[config.mk]
export PLATFORM = sky130hd
export DESIGN_NAME = conv_tap_scheduler_flat
export DESIGN_NICKNAME = d
export VERILOG_FILES = /design/src/rtl/conv_tap_scheduler_if.sv /design/src/rtl/conv_tap_scheduler.sv /design/src/flat_wrapper.sv
export SDC_FILE = /design/constraint.sdc
export NUM_CORES = 1
export LEC_CHECK = 0
export BUFFER_PORTS_ARGS = -buffer_cell sky130_fd_sc_hd__buf_4
export CAP_MARGIN = 10
export CORE_AREA = 3 3 48 68
export CTS_BUF_LIST = sky130_fd_sc_hd__clkbuf_4 sky130_fd_sc_hd__clkbuf_8
export DETAILED_ROUTE_END_ITERATION = 8
export DIE_AREA = 0 0 51 71
export PLACE_DENSITY = 0.72
export SLEW_MARGIN = 20
export SYNTH_ARGS = -nofsm -noshare
export SYNTH_HDL_FRONTEND = slang
export SYNTH_SLANG_ARGS = --single-unit
[constraint.sdc]
create_clock -name clk -period 2.6 [get_ports clk]
set_input_delay 0.52 -clock clk [delete_from_list [all_inputs] [get_ports clk]]
set_output_delay 0.52 -clock clk [all_outputs]
set_load 0.005 [all_outputs]
[src/rtl/conv_tap_scheduler_if.sv]
// Handshake and tap-sequencing bundle between the tile loader, the PE operand
// muxes and the result consumer of the 2x2 systolic convolution datapath.
interface conv_tap_scheduler_if;
    logic       start;
    logic       abort;
    logic       busy;
    logic       pe_clr;
    logic       pe_en;
    logic [3:0] tap_k;
    logic [1:0] tap_i;
    logic [1:0] tap_j;
    logic [1:0] win_r;
    logic [1:0] win_c;
    logic       out_valid;
    logic       out_ready;
    logic       done;

    // Loader / consumer side.
    modport master (
        output start, abort, out_ready,
        input  busy, pe_clr, pe_en, tap_k, tap_i, tap_j, win_r, win_c, out_valid, done
    );

    // Scheduler side.
    modport slave (
        input  start, abort, out_ready,
        output busy, pe_clr, pe_en, tap_k, tap_i, tap_j, win_r, win_c, out_valid, done
    );
endinterface

[src/rtl/conv_tap_scheduler.sv]
// Tap sequencer for the 2x2 PE systolic convolution: clear, KDIM*KDIM feed
// cycles, fixed drain, then a valid/ready hold of the finished tile.
module conv_tap_scheduler #(
    parameter int KDIM     = 3,
    parameter int PIPE_LAT = 1,
    parameter bit FLIP     = 1'b1
) (
    input  logic                 clk,
    input  logic                 rst,
    conv_tap_scheduler_if.slave  bus
);

    typedef enum logic [2:0] {
        IDLE  = 3'd0,
        CLEAR = 3'd1,
        FEED  = 3'd2,
        DRAIN = 3'd3,
        HOLD  = 3'd4
    } state_e;

    localparam logic [3:0] LAST_K     = 4'(KDIM * KDIM - 1);
    localparam logic [1:0] KMAX       = 2'(KDIM - 1);
    localparam logic [1:0] DRAIN_LAST = 2'(PIPE_LAT - 1);

    state_e     state_q, state_d;
    logic [1:0] drain_q, drain_d;
    logic [3:0] tap_k_q, tap_k_d;
    logic [1:0] tap_i_q, tap_i_d;
    logic [1:0] tap_j_q, tap_j_d;
    logic [1:0] win_r_q, win_r_d;
    logic [1:0] win_c_q, win_c_d;
    logic       busy_q, busy_d;
    logic       pe_clr_q, pe_clr_d;
    logic       pe_en_q, pe_en_d;
    logic       out_valid_q, out_valid_d;
    logic       done_q, done_d;
    logic       tap_upd_s;

    // Next state, tap stepping and registered-output values.
    always_comb begin
        state_d   = state_q;
        drain_d   = drain_q;
        tap_k_d   = tap_k_q;
        tap_i_d   = tap_i_q;
        tap_j_d   = tap_j_q;
        done_d    = 1'b0;
        tap_upd_s = 1'b0;

        if (bus.abort) begin
            state_d = IDLE;
        end else begin
            case (state_q)
                IDLE: begin
                    if (bus.start) begin
                        state_d = CLEAR;
                    end else begin
                        state_d = IDLE;
                    end
                end
                CLEAR: begin
                    state_d = FEED;
                end
                FEED: begin
                    if (tap_k_q == LAST_K) begin
                        state_d = (PIPE_LAT > 0) ? DRAIN : HOLD;
                        drain_d = 2'd0;
                    end else begin
                        tap_upd_s = 1'b1;
                        tap_k_d   = tap_k_q + 4'd1;
                        if (tap_j_q == KMAX) begin
                            tap_j_d = 2'd0;
                            tap_i_d = tap_i_q + 2'd1;
                        end else begin
                            tap_j_d = tap_j_q + 2'd1;
                        end
                    end
                end
                DRAIN: begin
                    if (drain_q == DRAIN_LAST) begin
                        state_d = HOLD;
                    end else begin
                        drain_d = drain_q + 2'd1;
                    end
                end
                HOLD: begin
                    if (bus.out_ready) begin
                        done_d  = 1'b1;
                        state_d = bus.start ? CLEAR : IDLE;
                    end else begin
                        state_d = HOLD;
                    end
                end
                default: begin
                    state_d = IDLE;
                end
            endcase
        end

        // Taps restart from zero so the first FEED cycle sees tap 0.
        if (state_d == CLEAR) begin
            tap_upd_s = 1'b1;
            tap_k_d   = 4'd0;
            tap_i_d   = 2'd0;
            tap_j_d   = 2'd0;
        end else begin
            tap_upd_s = tap_upd_s;
        end

        if (tap_upd_s) begin
            win_r_d = FLIP ? (KMAX - tap_i_d) : tap_i_d;
            win_c_d = FLIP ? (KMAX - tap_j_d) : tap_j_d;
        end else begin
            win_r_d = win_r_q;
            win_c_d = win_c_q;
        end

        busy_d      = (state_d != IDLE);
        pe_clr_d    = (state_d == CLEAR);
        pe_en_d     = (state_d == FEED);
        out_valid_d = (state_d == HOLD);
    end

    // State and output registers.
    always_ff @(posedge clk or posedge rst) begin
        if (rst) begin
            state_q     <= IDLE;
            drain_q     <= 2'd0;
            tap_k_q     <= 4'd0;
            tap_i_q     <= 2'd0;
            tap_j_q     <= 2'd0;
            win_r_q     <= 2'd0;
            win_c_q     <= 2'd0;
            busy_q      <= 1'b0;
            pe_clr_q    <= 1'b0;
            pe_en_q     <= 1'b0;
            out_valid_q <= 1'b0;
            done_q      <= 1'b0;
        end else begin
            state_q     <= state_d;
            drain_q     <= drain_d;
            tap_k_q     <= tap_k_d;
            tap_i_q     <= tap_i_d;
            tap_j_q     <= tap_j_d;
            win_r_q     <= win_r_d;
            win_c_q     <= win_c_d;
            busy_q      <= busy_d;
            pe_clr_q    <= pe_clr_d;
            pe_en_q     <= pe_en_d;
            out_valid_q <= out_valid_d;
            done_q      <= done_d;
        end
    end

    assign bus.busy      = busy_q;
    assign bus.pe_clr    = pe_clr_q;
    assign bus.pe_en     = pe_en_q;
    assign bus.tap_k     = tap_k_q;
    assign bus.tap_i     = tap_i_q;
    assign bus.tap_j     = tap_j_q;
    assign bus.win_r     = win_r_q;
    assign bus.win_c     = win_c_q;
    assign bus.out_valid = out_valid_q;
    assign bus.done      = done_q;

endmodule

[src/flat_wrapper.sv]
// flat-port wrapper written by rule: the top's interface ports become plain ports
module conv_tap_scheduler_flat 
#(
    parameter int KDIM     = 3,
    parameter int PIPE_LAT = 1,
    parameter bit FLIP     = 1'b1
)
  (clk, rst, bus_start, bus_abort, bus_out_ready, bus_busy, bus_pe_clr, bus_pe_en, bus_tap_k, bus_tap_i, bus_tap_j, bus_win_r, bus_win_c, bus_out_valid, bus_done);
  conv_tap_scheduler_if bus_i ();
  input  logic clk;
  input  logic rst;
  input wire logic [$bits(bus_i.start)-1:0] bus_start;
  input wire logic [$bits(bus_i.abort)-1:0] bus_abort;
  input wire logic [$bits(bus_i.out_ready)-1:0] bus_out_ready;
  output wire logic [$bits(bus_i.busy)-1:0] bus_busy;
  output wire logic [$bits(bus_i.pe_clr)-1:0] bus_pe_clr;
  output wire logic [$bits(bus_i.pe_en)-1:0] bus_pe_en;
  output wire logic [$bits(bus_i.tap_k)-1:0] bus_tap_k;
  output wire logic [$bits(bus_i.tap_i)-1:0] bus_tap_i;
  output wire logic [$bits(bus_i.tap_j)-1:0] bus_tap_j;
  output wire logic [$bits(bus_i.win_r)-1:0] bus_win_r;
  output wire logic [$bits(bus_i.win_c)-1:0] bus_win_c;
  output wire logic [$bits(bus_i.out_valid)-1:0] bus_out_valid;
  output wire logic [$bits(bus_i.done)-1:0] bus_done;
  assign bus_i.start = bus_start;
  assign bus_i.abort = bus_abort;
  assign bus_i.out_ready = bus_out_ready;
  assign bus_busy = bus_i.busy;
  assign bus_pe_clr = bus_i.pe_clr;
  assign bus_pe_en = bus_i.pe_en;
  assign bus_tap_k = bus_i.tap_k;
  assign bus_tap_i = bus_i.tap_i;
  assign bus_tap_j = bus_i.tap_j;
  assign bus_win_r = bus_i.win_r;
  assign bus_win_c = bus_i.win_c;
  assign bus_out_valid = bus_i.out_valid;
  assign bus_done = bus_i.done;
  conv_tap_scheduler #(.KDIM(KDIM), .PIPE_LAT(PIPE_LAT), .FLIP(FLIP)) u_core (.clk(clk), .rst(rst), .bus(bus_i));
endmodule
==> summary.txt <==
Status
  • Outcome: finished, final reports clean

Timing
  • Max Slew Vio Count: 0
  • F_max: 516 MHz
  • RSZ-0062 raised after global routing: no
  • Final min period: 1.94 ns
  • Max Clock Skew: 0.00338 ns
  • Hold_ws: 0.417 ns
  • Final Hold Viols: 0
  • Setup violations, final: 0
  • Relative slew slack: 45.8%
  • Final setup TNS: 0 ns
  • Worst Slack Setup Final: 0.661 ns
  • Final period util: 74.6%
  • Worst-margin pin slew: 0.812 ns

Global routing
  • Vias in the first global route: 931
  • Largest net degree at the start of global routing: 23
  • GRT Total Usage: 14.0%
  • Initial antenna violation count: 0
  • First-pass GRT wire length: 3.98 mm
  • GRT overflow: 0

Synth
  • Synthesized area: 1090 sq um
  • Gate Count Post-Synth: 105
  • Synthesized Nets: 113
  • Synth Warn #: 0
  • Post-synth EDFFs: 0
  • Commonest cells post-synth: 22 x dfrtp_1, 8 x nor2_1, 7 x nand2_1
  • Flops & latches, synth: 22
  • Register area share after synthesis: 50.4%
  • Top-count cell post-synth: dfrtp_1
  • Dominant cells by area after synthesis: dfrtp_1 50%, ha_1 3.4%, xnor2_1 3.2%, a21o_1 2.7%, nand3b_1 2.7%
  • Post-synth ARST share: 100%
  • Top cell type by total area after synthesis: dfrtp_1
  • Main synth FF type: dfrtp_1
  • Post-synth top area share: 50.4%
  • Avg Cell Area, Syn: 10.4 sq um
  • Distinct cells, synth: 38

Floorplanning
  • Die W: 51 um
  • # rows: 23
  • Core Region: 2790 sq um
  • Die area: 3620 sq um
  • Ports: 22
  • Die Y: 71 um
  • Starting density of the core: 39.1%

Pwr
  • Clock share of power: 31.0%
  • PwrDens: 761 nW/um^2
  • NetSw: 0.000284 W
  • Int Power: 0.000734 W
  • Sequential share of power: 44.2%
  • Static leakage: 0.628 nW
  • Comb power frac: 24.8%
  • Max VDD drop: 0.000456 V
  • Switching share of power: 27.9%

Place
  • DP Cell Count: 159
  • Dpl ws: 0.704 ns
  • Detailed Place HPWL: 1.66 mm
  • Gpl congestion: 0.818
  • Port bufs: 21

CTS
  • TritonCTS clock tree: yes
  • Root Buffer: clkbuf_8
  • CTS buffer count: 3
  • Cts repair resizes: 0
  • Htree depth: 1
  • Clk pin slew, worst setup/hold paths: 0.08 ns
  • Worst skew pair latency: 0.26 ns
  • Hold Buf Count CTS: 0
  • Post-CTS Setup Inserts: 0
  • Clock Tree Buf Depth: 2
  • TritonCTS Sinks: 22

Final layout
  • Core Util, Final: 47.9%
  • Share of cells above drive strength 1: 22.2%
  • Finished Layout Cells: 163
  • Layout area overhead: 22.5%
  • N_diodes: 0
  • NumNets Final: 135

Drt
  • Final ANT Viol Nets: 0
  • Via count: 856
  • DRT iter0 DRCs: 21
  • DRC: 0
  • Via density: 5.25
  • WL final: 2.22 mm
  • Drt pass-1 iters: 4
  • Wire length per cell: 13.6 um

Critical path
  • WP data required: 2.75 ns
  • Data arrival, critical path: 2.09 ns
  • Crit Path Category: register to register
  • Crit start category: register
  • Critical Path End Type: register
  • CP Max Fanout: 8

Min path
  • Hold WC Path Type: input pin to asynchronous set/reset pin

Job
  • Max Cap Violations: 0
==> metal layers <==
metal / track usage (%) / part of all wire (%)
met4: 5.99 / 1.4
met5: 0 / 0
met3: 3.79 / 4.1
met2: 24.0 / 54
met1: 16.0 / 41
==> worst paths after layout <==
| kind | from | to | slack, ns | cells past startpoint |
|---|---|---|---|---|
| min in group clk | u_core.bus.win_c[0]$_DFFE_PP0P_ | u_core.bus.win_c[0]$_DFFE_PP0P_ | 0.50 | 1 |
| worst min register to register | u_core.bus.win_c[0]$_DFFE_PP0P_ | u_core.bus.win_c[0]$_DFFE_PP0P_ | 0.50 | 1 |
| max in group asynchronous | rst | u_core.bus.tap_i[1]$_DFF_PP0_ | 1.68 | 2 |
| worst max register to register | u_core.state_q[2]$_DFF_PP0_ | u_core.bus.win_r[1]$_DFFE_PP0P_ | 0.66 | 4 |
| worst max-delay path | u_core.state_q[2]$_DFF_PP0_ | u_core.bus.win_r[1]$_DFFE_PP0P_ | 0.66 | 4 |
| worst min-delay path | rst | u_core.bus.done$_DFF_PP0_ | 0.42 | 2 |
==> power groups by stage <==
| stage | Combinational [W] | Clock, W | Sequential, W |
|---|---|---|---|
| after floorplan | 0.000161 | 0 | 0.000447 |
| after global placement | 0.000243 | 0 | 0.000451 |
| after detailed placement | 0.000255 | 0 | 0.000456 |
| after CTS | 0.000256 | 0.000323 | 0.000449 |
| after global routing | 0.000293 | 0.000342 | 0.000460 |
| final | 0.000252 | 0.000316 | 0.000450 |
==> final cells by class <==
type	count	area [sq um]
multi-input cells	73	489
inverters	6	22.5
flip-flops and latches	22	551
well taps	37	46.3
fillers	259	1450
clock buffers	3	41.3
clock inverters	1	30.0
repair buffers	21	158
==> placed cells by master, fill, tap and decap left out, drive strengths merged, types with 2 or more instances in the layout <==
master	netlist	final
xnor2	4	4
inv	6	6
nor3	3	3
buf	2	21
nor4b	2	2
or3b	2	2
or3	2	2
o21ai	5	5
ha	3	3
nand3b	4	4
nor2b	3	3
nand3	2	2
a21oi	5	5
nor2	8	8
clkbuf	2	3
nor4	2	2
a21o	4	4
nand2	7	7
xor2	2	2
dfrtp	22	22
==> worst max-delay path: stages (launching register included) <==
cell,delay (ns)
dfrtp_1,0.46
or3b_1,0.53
or3_4,0.42
and2_0,0.16
a211o_1,0.26
==> registers in the layout (all words and copies together) (netlist names) <==
name and cells:
u_core.bus.tap_k 4, u_core.state_q 3, u_core.bus.tap_i 2, u_core.bus.tap_j 2
u_core.bus.win_c 2, u_core.bus.win_r 2, u_core.drain_q 2, u_core.bus.busy 1
u_core.bus.done 1, u_core.bus.out_valid 1, u_core.bus.pe_clr 1, u_core.bus.pe_en 1
==> stage by stage <==
| stage | instance area (sq um) | power, W |
|---|---|---|
| 2_1_floorplan | 1090 | 0.000609 |
| 3_3_place_gp | 1270 | 0.000694 |
| 3_5_place_dp | 1270 | 0.000711 |
| 4_1_cts | 1340 | 0.00103 |
| 5_1_grt | 1340 | 0.00109 |
| 6_report | 1340 | 0.00102 |
==> cell families after synthesis <==
| family | after synthesis | synth area share [%] |
|---|---|---|
| buffers and inverters | 10 | 4.81 |
| muxes | 1 | 0.916 |
| and+or+nand+nor | 42 | 23.4 |
| AOI/OAI and AO/OA | 21 | 12.3 |
| DFF | 22 | 50.4 |
| xor gates and xnor gates | 6 | 4.81 |
| adders and majority gates | 3 | 3.44 |
Note: power is estimated with default switching activity, not from simulation.
